## src/rtl/chip_link_bridge_if.sv

```systemverilog
// Bus bundle for chip_link_bridge: NoC router ports, chip-link rx/tx and statistics.
// master = bridge side, slave = router/SerDes side.
interface chip_link_bridge_if #(
   parameter int unsigned FW      = 59,
   parameter int unsigned CONNECT = 2
);
   localparam int unsigned SW = (CONNECT > 1) ? $clog2(CONNECT) : 1;

   logic [CONNECT-1:0]    flit_in_wr_noc;
   logic [FW*CONNECT-1:0] flit_in_noc;
   logic [CONNECT-1:0]    credit_out_noc;
   logic [CONNECT-1:0]    flit_out_wr_noc;
   logic [FW*CONNECT-1:0] flit_out_noc;
   logic [CONNECT-1:0]    credit_in_noc;
   logic                  rx_valid;
   logic [FW+SW-1:0]      rx_data;
   logic                  rx_ready;
   logic                  tx_valid;
   logic [FW+SW-1:0]      tx_data;
   logic                  tx_ready;
   logic [CONNECT-1:0]    connect_available;
   logic [2:0]            err_sticky;
   logic [16*CONNECT-1:0] stat_rx_cnt;
   logic [16*CONNECT-1:0] stat_tx_cnt;

   modport master (
      output flit_in_wr_noc, flit_in_noc, credit_in_noc, rx_ready, tx_valid, tx_data,
             connect_available, err_sticky, stat_rx_cnt, stat_tx_cnt,
      input  credit_out_noc, flit_out_wr_noc, flit_out_noc, rx_valid, rx_data, tx_ready
   );

   modport slave (
      input  flit_in_wr_noc, flit_in_noc, credit_in_noc, rx_ready, tx_valid, tx_data,
             connect_available, err_sticky, stat_rx_cnt, stat_tx_cnt,
      output credit_out_noc, flit_out_wr_noc, flit_out_noc, rx_valid, rx_data, tx_ready
   );
endinterface

```

## src/rtl/chip_link_bridge.sv

```systemverilog
// Chip-link <-> CONNECT NoC bridge with per-channel FIFOs in both directions.
// Optional per-channel flit counters: define CHIP_LINK_STATS_EN.
module chip_link_bridge #(
   parameter int unsigned FW          = 59,
   parameter int unsigned B           = 4,
   parameter int unsigned CONNECT     = 2,
   parameter int unsigned NOC_CREDITS = 15
) (
   input logic                clk,
   input logic                reset,
   chip_link_bridge_if.master bus
);
   localparam int unsigned SW    = (CONNECT > 1) ? $clog2(CONNECT) : 1;
   localparam int unsigned DEPTH = 1 << B;
   localparam int unsigned PW    = B + 1;
   localparam int unsigned CW    = $clog2(NOC_CREDITS + 1);
   localparam int unsigned NTAG  = 1 << SW;

   logic [FW-1:0]      ing_mem [CONNECT][DEPTH];
   logic [PW-1:0]      ing_wr  [CONNECT];
   logic [PW-1:0]      ing_rd  [CONNECT];
   logic [CW-1:0]      credit  [CONNECT];
   logic [CONNECT-1:0] ing_empty, ing_full, ing_push, ing_pop, cred_max;

   logic [FW-1:0]      egr_mem [CONNECT][DEPTH];
   logic [PW-1:0]      egr_wr  [CONNECT];
   logic [PW-1:0]      egr_rd  [CONNECT];
   logic [CONNECT-1:0] egr_empty, egr_full, egr_push, egr_pop;

   logic [NTAG-1:0]    tag_valid, ing_full_pad, egr_req_pad;
   logic [SW-1:0]      rx_tag, gnt_idx, rr_ptr, cand;
   logic               gnt_valid, tx_load, rx_bad, egr_ovf, cred_ovf;
   logic [FW-1:0]      egr_head;

   // FIFO status; tag-indexed vectors are padded to 2^SW so every tag value is addressable
   always_comb begin
      tag_valid    = '0;
      ing_full_pad = '0;
      egr_req_pad  = '0;
      ing_empty    = '0;
      ing_full     = '0;
      egr_empty    = '0;
      egr_full     = '0;
      ing_pop      = '0;
      cred_max     = '0;
      bus.connect_available = '0;
      for (int i = 0; i < CONNECT; i++) begin
         ing_empty[i]    = (ing_wr[i] == ing_rd[i]);
         ing_full[i]     = (PW'(ing_wr[i] - ing_rd[i]) == PW'(DEPTH));
         egr_empty[i]    = (egr_wr[i] == egr_rd[i]);
         egr_full[i]     = (PW'(egr_wr[i] - egr_rd[i]) == PW'(DEPTH));
         ing_pop[i]      = !ing_empty[i] && (credit[i] != '0);
         cred_max[i]     = (credit[i] == CW'(NOC_CREDITS));
         tag_valid[i]    = 1'b1;
         ing_full_pad[i] = ing_full[i];
         egr_req_pad[i]  = !egr_empty[i];
         bus.connect_available[i] = (credit[i] != '0);
      end
   end

   // Ingress demux: out-of-range tags are always accepted and dropped
   assign rx_tag       = bus.rx_data[FW+SW-1:FW];
   assign bus.rx_ready = !tag_valid[rx_tag] || !ing_full_pad[rx_tag];
   assign rx_bad       = bus.rx_valid && !tag_valid[rx_tag];

   always_comb begin
      ing_push = '0;
      cred_ovf = 1'b0;
      for (int i = 0; i < CONNECT; i++) begin
         ing_push[i] = bus.rx_valid && bus.rx_ready && (rx_tag == SW'(i));
         cred_ovf    = cred_ovf || (bus.credit_out_noc[i] && !ing_pop[i] && cred_max[i]);
      end
   end

   // Round-robin grant starting after the last granted channel
   always_comb begin
      tx_load   = !bus.tx_valid || bus.tx_ready;
      gnt_valid = 1'b0;
      gnt_idx   = rr_ptr;
      cand      = '0;
      for (int k = 1; k <= int'(CONNECT); k++) begin
         cand = SW'((int'(rr_ptr) + k) % int'(CONNECT));
         if (!gnt_valid && egr_req_pad[cand]) begin
            gnt_valid = 1'b1;
            gnt_idx   = cand;
         end
      end
      egr_pop  = '0;
      egr_push = '0;
      egr_head = '0;
      egr_ovf  = 1'b0;
      for (int i = 0; i < CONNECT; i++) begin
         egr_pop[i]  = tx_load && gnt_valid && (gnt_idx == SW'(i));
         egr_push[i] = bus.flit_out_wr_noc[i] && (!egr_full[i] || egr_pop[i]);
         egr_ovf     = egr_ovf || (bus.flit_out_wr_noc[i] && egr_full[i] && !egr_pop[i]);
         if (gnt_idx == SW'(i)) egr_head = egr_mem[i][egr_rd[i][B-1:0]];
      end
   end

   // FIFO storage, not reset
   always_ff @(posedge clk) begin
      for (int i = 0; i < CONNECT; i++) begin
         if (ing_push[i]) ing_mem[i][ing_wr[i][B-1:0]] <= bus.rx_data[FW-1:0];
         if (egr_push[i]) egr_mem[i][egr_wr[i][B-1:0]] <= bus.flit_out_noc[FW*i +: FW];
      end
   end

   always_ff @(posedge clk) begin
      if (reset) begin
         for (int i = 0; i < CONNECT; i++) begin
            ing_wr[i] <= '0;
            ing_rd[i] <= '0;
            egr_wr[i] <= '0;
            egr_rd[i] <= '0;
            credit[i] <= CW'(NOC_CREDITS);
         end
         rr_ptr             <= '0;
         bus.flit_in_wr_noc <= '0;
         bus.flit_in_noc    <= '0;
         bus.credit_in_noc  <= '0;
         bus.tx_valid       <= 1'b0;
         bus.tx_data        <= '0;
         bus.err_sticky     <= '0;
      end else begin
         for (int i = 0; i < CONNECT; i++) begin
            if (ing_push[i]) ing_wr[i] <= ing_wr[i] + PW'(1);
            if (egr_push[i]) egr_wr[i] <= egr_wr[i] + PW'(1);
            if (egr_pop[i])  egr_rd[i] <= egr_rd[i] + PW'(1);
            if (ing_pop[i]) begin
               ing_rd[i] <= ing_rd[i] + PW'(1);
               bus.flit_in_noc[FW*i +: FW] <= ing_mem[i][ing_rd[i][B-1:0]];
            end
            if (ing_pop[i] && !bus.credit_out_noc[i])
               credit[i] <= credit[i] - CW'(1);
            else if (!ing_pop[i] && bus.credit_out_noc[i] && !cred_max[i])
               credit[i] <= credit[i] + CW'(1);
         end
         bus.flit_in_wr_noc <= ing_pop;
         bus.credit_in_noc  <= egr_pop;
         if (tx_load) begin
            bus.tx_valid <= gnt_valid;
            if (gnt_valid) begin
               bus.tx_data <= {gnt_idx, egr_head};
               rr_ptr      <= gnt_idx;
            end
         end
         bus.err_sticky <= bus.err_sticky | {cred_ovf, egr_ovf, rx_bad};
      end
   end

`ifdef CHIP_LINK_STATS_EN
   // Saturating per-channel counters of issued / transmitted flits
   always_ff @(posedge clk) begin
      if (reset) begin
         bus.stat_rx_cnt <= '0;
         bus.stat_tx_cnt <= '0;
      end else begin
         for (int i = 0; i < CONNECT; i++) begin
            if (ing_pop[i] && (bus.stat_rx_cnt[16*i +: 16] != 16'hFFFF))
               bus.stat_rx_cnt[16*i +: 16] <= bus.stat_rx_cnt[16*i +: 16] + 16'd1;
            if (egr_pop[i] && (bus.stat_tx_cnt[16*i +: 16] != 16'hFFFF))
               bus.stat_tx_cnt[16*i +: 16] <= bus.stat_tx_cnt[16*i +: 16] + 16'd1;
         end
      end
   end
`else
   assign bus.stat_rx_cnt = '0;
   assign bus.stat_tx_cnt = '0;
`endif

endmodule

```

## src/flat_wrapper.sv

```systemverilog
// flat-port wrapper written by rule: the top's interface ports become plain ports
module chip_link_bridge_flat 
#(
   parameter int unsigned FW          = 59,
   parameter int unsigned B           = 4,
   parameter int unsigned CONNECT     = 2,
   parameter int unsigned NOC_CREDITS = 15
)
  (clk, reset, bus_flit_in_wr_noc, bus_flit_in_noc, bus_credit_in_noc, bus_rx_ready, bus_tx_valid, bus_tx_data, bus_connect_available, bus_err_sticky, bus_stat_rx_cnt, bus_stat_tx_cnt, bus_credit_out_noc, bus_flit_out_wr_noc, bus_flit_out_noc, bus_rx_valid, bus_rx_data, bus_tx_ready);
  chip_link_bridge_if #(.FW(FW), .CONNECT(CONNECT)) bus_i ();
  input logic clk;
  input logic reset;
  output wire logic [$bits(bus_i.flit_in_wr_noc)-1:0] bus_flit_in_wr_noc;
  output wire logic [$bits(bus_i.flit_in_noc)-1:0] bus_flit_in_noc;
  output wire logic [$bits(bus_i.credit_in_noc)-1:0] bus_credit_in_noc;
  output wire logic [$bits(bus_i.rx_ready)-1:0] bus_rx_ready;
  output wire logic [$bits(bus_i.tx_valid)-1:0] bus_tx_valid;
  output wire logic [$bits(bus_i.tx_data)-1:0] bus_tx_data;
  output wire logic [$bits(bus_i.connect_available)-1:0] bus_connect_available;
  output wire logic [$bits(bus_i.err_sticky)-1:0] bus_err_sticky;
  output wire logic [$bits(bus_i.stat_rx_cnt)-1:0] bus_stat_rx_cnt;
  output wire logic [$bits(bus_i.stat_tx_cnt)-1:0] bus_stat_tx_cnt;
  input wire logic [$bits(bus_i.credit_out_noc)-1:0] bus_credit_out_noc;
  input wire logic [$bits(bus_i.flit_out_wr_noc)-1:0] bus_flit_out_wr_noc;
  input wire logic [$bits(bus_i.flit_out_noc)-1:0] bus_flit_out_noc;
  input wire logic [$bits(bus_i.rx_valid)-1:0] bus_rx_valid;
  input wire logic [$bits(bus_i.rx_data)-1:0] bus_rx_data;
  input wire logic [$bits(bus_i.tx_ready)-1:0] bus_tx_ready;
  assign bus_flit_in_wr_noc = bus_i.flit_in_wr_noc;
  assign bus_flit_in_noc = bus_i.flit_in_noc;
  assign bus_credit_in_noc = bus_i.credit_in_noc;
  assign bus_rx_ready = bus_i.rx_ready;
  assign bus_tx_valid = bus_i.tx_valid;
  assign bus_tx_data = bus_i.tx_data;
  assign bus_connect_available = bus_i.connect_available;
  assign bus_err_sticky = bus_i.err_sticky;
  assign bus_stat_rx_cnt = bus_i.stat_rx_cnt;
  assign bus_stat_tx_cnt = bus_i.stat_tx_cnt;
  assign bus_i.credit_out_noc = bus_credit_out_noc;
  assign bus_i.flit_out_wr_noc = bus_flit_out_wr_noc;
  assign bus_i.flit_out_noc = bus_flit_out_noc;
  assign bus_i.rx_valid = bus_rx_valid;
  assign bus_i.rx_data = bus_rx_data;
  assign bus_i.tx_ready = bus_tx_ready;
  chip_link_bridge #(.FW(FW), .B(B), .CONNECT(CONNECT), .NOC_CREDITS(NOC_CREDITS)) u_core (.clk(clk), .reset(reset), .bus(bus_i));
endmodule
```

## config.mk

```make
export PLATFORM = sky130hd
export DESIGN_NAME = chip_link_bridge_flat
export DESIGN_NICKNAME = d
export VERILOG_FILES = /design/src/rtl/chip_link_bridge_if.sv /design/src/rtl/chip_link_bridge.sv /design/src/flat_wrapper.sv
export SDC_FILE = /design/constraint.sdc
export NUM_CORES = 2
export LEC_CHECK = 0
export CAP_MARGIN = 10
export CORE_AREA = 2 2 562 564
export CTS_CLUSTER_SIZE = 28
export DETAILED_ROUTE_END_ITERATION = 10
export DIE_AREA = 0 0 564 566
export GPL_TIMING_DRIVEN = 0
export PLACE_DENSITY = 0.66
export SLEW_MARGIN = 20
export SYNTH_ARGS = -nofsm -noshare
export SYNTH_HDL_FRONTEND = slang
export SYNTH_SLANG_ARGS = --single-unit
export TNS_END_PERCENT = 100
```

## constraint.sdc

```tcl
create_clock -name clk -period 11.8 [get_ports clk]
set_input_delay 2.36 -clock clk [delete_from_list [all_inputs] [get_ports clk]]
set_output_delay 2.36 -clock clk [all_outputs]
set_load 0.02 [all_outputs]
```

== Word-level counts from Yosys, hierarchy flattened ==
Memory sizes are Yosys's and may differ from the RTL's.
Cells that the tools add are included.

* Flip-flop bits (word level): 187
* Output and inout bits: 253
* Logic and storage cells: 228
* Memory bits (writable): 3,824
* Memories kept: 7

* Equal/unequal tests: 10
* Bitwise gates (word level): 23
* Reductions and logical operators: 56
* Mux-type cells: 91
* $lt $le $gt $ge: 15
* Add/sub/neg operators: 18

{| class="wikitable"
|+ Memory list
! memory !! depth !! width !! rd ports !! clocked after Yosys merged registers in !! wr ports !! RTL line !! RTL
|-
| u_core.egr_mem || 2 || 944 || 2 || 0 || 2 || chip_link_bridge.sv:25 || <nowiki>logic [FW-1:0] egr_mem [CONNECT][DEPTH];</nowiki>
|-
| u_core.ing_mem || 2 || 944 || 2 || 0 || 1 || chip_link_bridge.sv:19 || <nowiki>logic [FW-1:0] ing_mem [CONNECT][DEPTH];</nowiki>
|-
| u_core.egr_rd || 2 || 5 || 2 || 0 || 2 || chip_link_bridge.sv:27 || <nowiki>logic [PW-1:0] egr_rd [CONNECT];</nowiki>
|-
| u_core.egr_wr || 2 || 5 || 2 || 0 || 2 || chip_link_bridge.sv:26 || <nowiki>logic [PW-1:0] egr_wr [CONNECT];</nowiki>
|-
| u_core.ing_rd || 2 || 5 || 2 || 0 || 2 || chip_link_bridge.sv:21 || <nowiki>logic [PW-1:0] ing_rd [CONNECT];</nowiki>
|-
| u_core.ing_wr || 2 || 5 || 2 || 0 || 2 || chip_link_bridge.sv:20 || <nowiki>logic [PW-1:0] ing_wr [CONNECT];</nowiki>
|-
| 1 more memories || - || - || - || - || - || - ||
|}

{| class="wikitable"
|+ Operator list
! kind !! count
|-
| $mux 944 || 6
|-
| $bmux 59 s4 || 4
|-
| $demux 59 s4 || 4
|-
| $reduce_or 944->1 || 1
|-
| $mux 59 || 13
|-
| $mux 1 || 52
|-
| $add 5x1->5 const B || 8
|-
| $ge 5x5->1 const B || 8
|-
| $mux 5 || 8
|-
| $not 4->5 || 8
|-
| $logic_and 1x1->1 || 28
|-
| $eq 5x5->1 || 4
|-
| $eq 5x5->1 const B || 4
|-
| $lt 5x1->1 const B || 4
|-
| $sub 5x5->5 || 4
|-
| $logic_not 1->1 || 18
|-
| $mux 4 || 4
|-
| $or 1x1->1 || 12
|-
| $add 4x1->4 const B || 2
|-
| $eq 4x4->1 const B || 2
|-
| $reduce_bool 4->1 || 2
|-
| $sub 4x1->4 const B || 2
|-
| $logic_or 1x1->1 || 6
|-
| $lt 1x2->1 const B || 3
|-
| 4 further kinds || 6
|}

== Depth between registers and ports, before layout ==
An unclocked memory read counts as a cell.

* Depth after elaboration: 17
* Gate-level depth with buffers: 13

== Worst setup path after synthesis ==
OpenSTA, ideal clock, no wires.

* Path type: input -> register
* From: in bus_rx_data[59]
* To: mem u_core.ing_mem[0][1475] (netlist bit), enable pin
* Slack: 2.511 ns
* Arrival: 8.668 ns
* Stages: 6
* Library setup time: 0.621 ns
* Path buffers: 1
* Cell sequence: clkbuf_1 > nand2_1 > a21oi_1 > nand3_1 > o22ai_1 > nor4_1

* Cells in the longest elaborated chain, start to end: 10
* Elaborated cells on any way between the ends: 15
* Those cells by class: mux (8); bitwise (1); reduce/logical (6)

{| class="wikitable"
|+ Ends and longest elaborated chain
! item !! RTL line !! RTL
|-
| start, declared || flat_wrapper.sv:27 || <nowiki>input wire logic [$bits(bus_i.rx_data)-1:0] bus_rx_data;</nowiki>
|-
| $mux 1 (not written as such) (2 in a row) || chip_link_bridge.sv:63 || <nowiki>assign bus.rx_ready = !tag_valid[rx_tag] || !ing_full_pad[rx_tag];</nowiki>
|-
| $logic_not 1->1 || chip_link_bridge.sv:63 ||
|-
| $logic_or 1x1->1 || chip_link_bridge.sv:63 ||
|-
| $logic_and 1x1->1 (2 in a row) || chip_link_bridge.sv:70 || <nowiki>ing_push[i] = bus.rx_valid && bus.rx_ready && (rx_tag == SW'(i));</nowiki>
|-
| $mux 1 || chip_link_bridge.sv:103 || <nowiki>if (ing_push[i]) ing_mem[i][ing_wr[i][B-1:0]] <= bus.rx_data[FW-1:0];</nowiki>
|-
| $mux 944 (not written as such) || chip_link_bridge.sv:103 ||
|-
| $reduce_or 944->1 (no source line) || - ||
|-
| $mux 1 (no source line) or $mux 944 (tied branches) || - ||
|-
| end, declared || chip_link_bridge.sv:19 ||
|}

Several ways; a longest one is shown, not always the timed one. The select of a mux whose other input is x is not followed.

==> flow_summary.ini <==
[run_status]
run_status = completed

[sta]
worst-slew-pin-transition_ns = 1.29
clock-skew-final_ns = 0.0536
clock.fmax_ghz = 0.117
setup_repair_after_global_routing_missed_its_margin = no
timing.final.max_slew_violations = 0
slew_headroom_pct = 14.0
period_needed_ns = 8.57
setup_viol = 0
timing.final.hold_violations = 0
crit_share_post_route_pct = 72.6

[clock_tree]
ctsLongestPathBuffers = 4
cts_tree = done
cts_max_level = 5
clk_pin_slew_worst_paths_ns = 0.06
clock_sinks = 4009
numCtsBuffers = 404
cts_root_buffer = clkbuf_16
clock_latency_ns = 0.95
cts.hold.buffers_added = 0
cts_resized = 0
post-cts-setup-buffers = 0

[die]
fp.dieArea_um2 = 319000
io_pins = 439
fp.dieH_um = 566
chipWidth_um = 564
initial_utilization_pct = 48.7
fp.coreArea_um2 = 313000
fp-row-count = 206

[route]
route.detailed.drc = 0
drt-total-wl_um = 408000
vias = 77800
detail-route-antenna-nets = 0
drt_pass1_iterations = 6
wire_per_inst_um = 32.0
drtIter0Drc = 9777
viasPerCell = 6.09

[power_and_ir_drop]
pwr_density_cell_nw_per_um2 = 212
irDropWorstVdd_v = 0.000151
power.leakage_uw = 0.0578
total_power_uw = 37900

[final_layout]
finalInstanceArea_um2 = 179000
mostFrequentLayoutCells = 3,824 x edfxtp_1, 958 x mux4_2, 408 x clkbuf_16
flow.area_growth_from_synthesis_pct = 17.1
fin_nets = 8462
drive_above_1_share_pct = 26.1
final-instance-count-excl-fill = 12800
commonest_non_fill_non_tap_cell_in_the_layout = edfxtp_1

[worst_setup_path]
timing.critical_path.required_ns = 9.44
sequence_of_cells_on_the_critical_path = buf_1 > buf_1 > inv_1 > ha_1 > a21o_1 > a21oi_1 > xnor2_1 > o22ai_1 > clkbuf_1 > inv_1 > clkdlybuf4s50_1
worstReg2RegStart = u_core.ing_rd[0][1]
arrival_ns = 6.21
critPathMaxFanout = 10
timing.rr.end = u_core.ing_mem[0][332]
crit_end = bus_rx_ready
timing.reg2reg.worst_path_depth = 15
cp_slowest_stage_delay_ns = 0.93
critPathCaptureType = primary output
cp-startpoint = u_core.ing_rd[0][1]
class_of_the_most_critical_setup_path = reg -> out
critPathSlowestCell = o22ai_1
setup.reg_to_reg.worst_slack_ns = 5.78
startpoint_type = flip-flop

[yosys]
dominantRegCellSynth = edfxtp_1
synthesis.yosys.warnings = 0
avgSynthCellArea_um2 = 21.8
share_of_the_synthesized_area_in_the_top_cell_type_pct = 75.2
postSynth.asyncResetShare_pct = 0
synth-seq-cells = 4009
syn_std_cell_area_um2 = 153000
synth_seq_area_share_pct = 77.6
syn_inst = 7008
synth_area_leaders = edfxtp_1 75%, mux4_2 14%, dfxtp_1 2.4%, mux2i_1 1.8%, nand2_1 0.89%
netlist.top_cell.by_area = edfxtp_1
synthDistinctLibCells = 63
edff_count_synth = 3824

[placement]
post-place-cells = 12000
detailedPlacementHpwl_um = 274000
io_buffers = 373
dpl_cell_area_um2 = 166000
gp_routability_congestion = 0.791

[job]
max-cap-violations = 0

[worst_hold_path]
holdCritPathClass = reg -> reg

[global_route]
grt_most_used_layer = met2
maximum_number_of_pins_on_one_net_before_global_route_repair = 37
gr-usage-all-layers_pct = 25.3
gr-usage-met1_pct = 33.3
grt_pass1_wl_um = 573000
globalRouteMet2Util_pct = 41.8
globalRouteOverflowTotal = 0
antenna_found_initial = 77
vias_in_the_first_global_route = 78100
met3_usage_pct = 4.97
[routing by layer]
layer | wire [µm] | part of all wire (%) | vias to the layer above
li1 | - | - | 31700
met1 | 152000 | 37 | 41400
met2 | 203000 | 50 | 3909
met3 | 36000 | 8.8 | 750
met4 | 17200 | 4.2 | 48
met5 | 299 | 0.073 | -
[synth_stat cells, drive strengths merged, types with 7 or more instances]
cell type and number:
xnor2 21, nand2 364, a21oi 224, a211oi 9
edfxtp 3824, a22oi 45, nor3b 7, and3 46
mux2i 281, a221oi 105, dfxtp 185, mux4 958
a221o 79, clkbuf 224, nor3 52, inv 32
nor2 65, buf 228, nor2b 7, nand2b 14
and2 34, nand3 26, o21ai 58, o21bai 9
xor2 18, ha 40
[cells by family after synthesis]
group                      synth area share (%)
DFF                                        77.6
adders and majority gates                 0.367
and+or+nand+nor                            1.86
xor gates and xnor gates                  0.224
buffers and inverters                      1.49
other                                   0.00245
AOI/OAI and AO/OA                          2.51
muxes                                      16.0
[through the flow]
stage	setup TNS (ns)	util (%)	hold slack (ns)	setup WS (ns)
final	0	57.1	0.452	3.23
after global routing	0	57.1	0.471	2.94
after CTS	0	57.1	0.454	3.17
after detailed placement	0	53.0	0.446	3.43
after global placement	-5402.35	51.7	0.445	-5.75
after floorplan	0	-	0.535	2.51
[worst min path at each step]
stage,depth (start not counted),slack (ns),start,end
2_1_floorplan,2,0.53,u_core.bus.flit_in_noc[0],u_core.bus.flit_in_noc[0]
3_3_place_gp,2,0.44,u_core.bus.flit_in_noc[91],u_core.bus.flit_in_noc[91]
6_report,2,0.45,u_core.bus.flit_in_noc[69],u_core.bus.flit_in_noc[69]
5_1_grt,2,0.47,u_core.bus.flit_in_noc[79],u_core.bus.flit_in_noc[79]
3_5_place_dp,2,0.45,u_core.bus.flit_in_noc[69],u_core.bus.flit_in_noc[69]
4_1_cts,2,0.45,u_core.bus.flit_in_noc[69],u_core.bus.flit_in_noc[69]
[critical path: cells and delay by family (launching register included)]
family,cells,cell delay [ns]
buf+inv,6,2.92
compound gates,3,1.33
flops,1,0.51
fa+ha+maj,1,0.34
xor+xnor,1,0.16
[registers in the layout, summed over array words and instances (netlist names)]
name	count
u_core.bus.tx_valid	1
u_core.bus.credit_in_noc	2
u_core.credit	8
u_core.egr_wr	10
u_core.ing_rd	10
u_core.bus.flit_in_wr_noc	2
u_core.bus.flit_in_noc	118
u_core.bus.tx_data	60
u_core.ing_mem	1888
u_core.egr_rd	10
u_core.ing_wr	10
u_core.egr_mem	1888
u_core.bus.err_sticky	2
[report_power, final]
part,switching [µW],internal (µW),total (µW)
Clock,5350,7240,12600
Combinational,4950,3590,8540
Sequential,440,16300,16700
[layout make-up]
type | instances | area (µm²)
Antenna cell | 26 | 65.1
Buffer | 452 | 2170
Clock buffer | 579 | 11300
Clock inverter | 181 | 1820
Fill cell | 22900 | 134000
Inverter | 34 | 128
Multi-Input combinational cell | 2577 | 32500
Sequential cell | 4009 | 119000
Tap cell | 4160 | 5200
Timing Repair Buffer | 755 | 7310
Power figures use the tool's default switching activity.
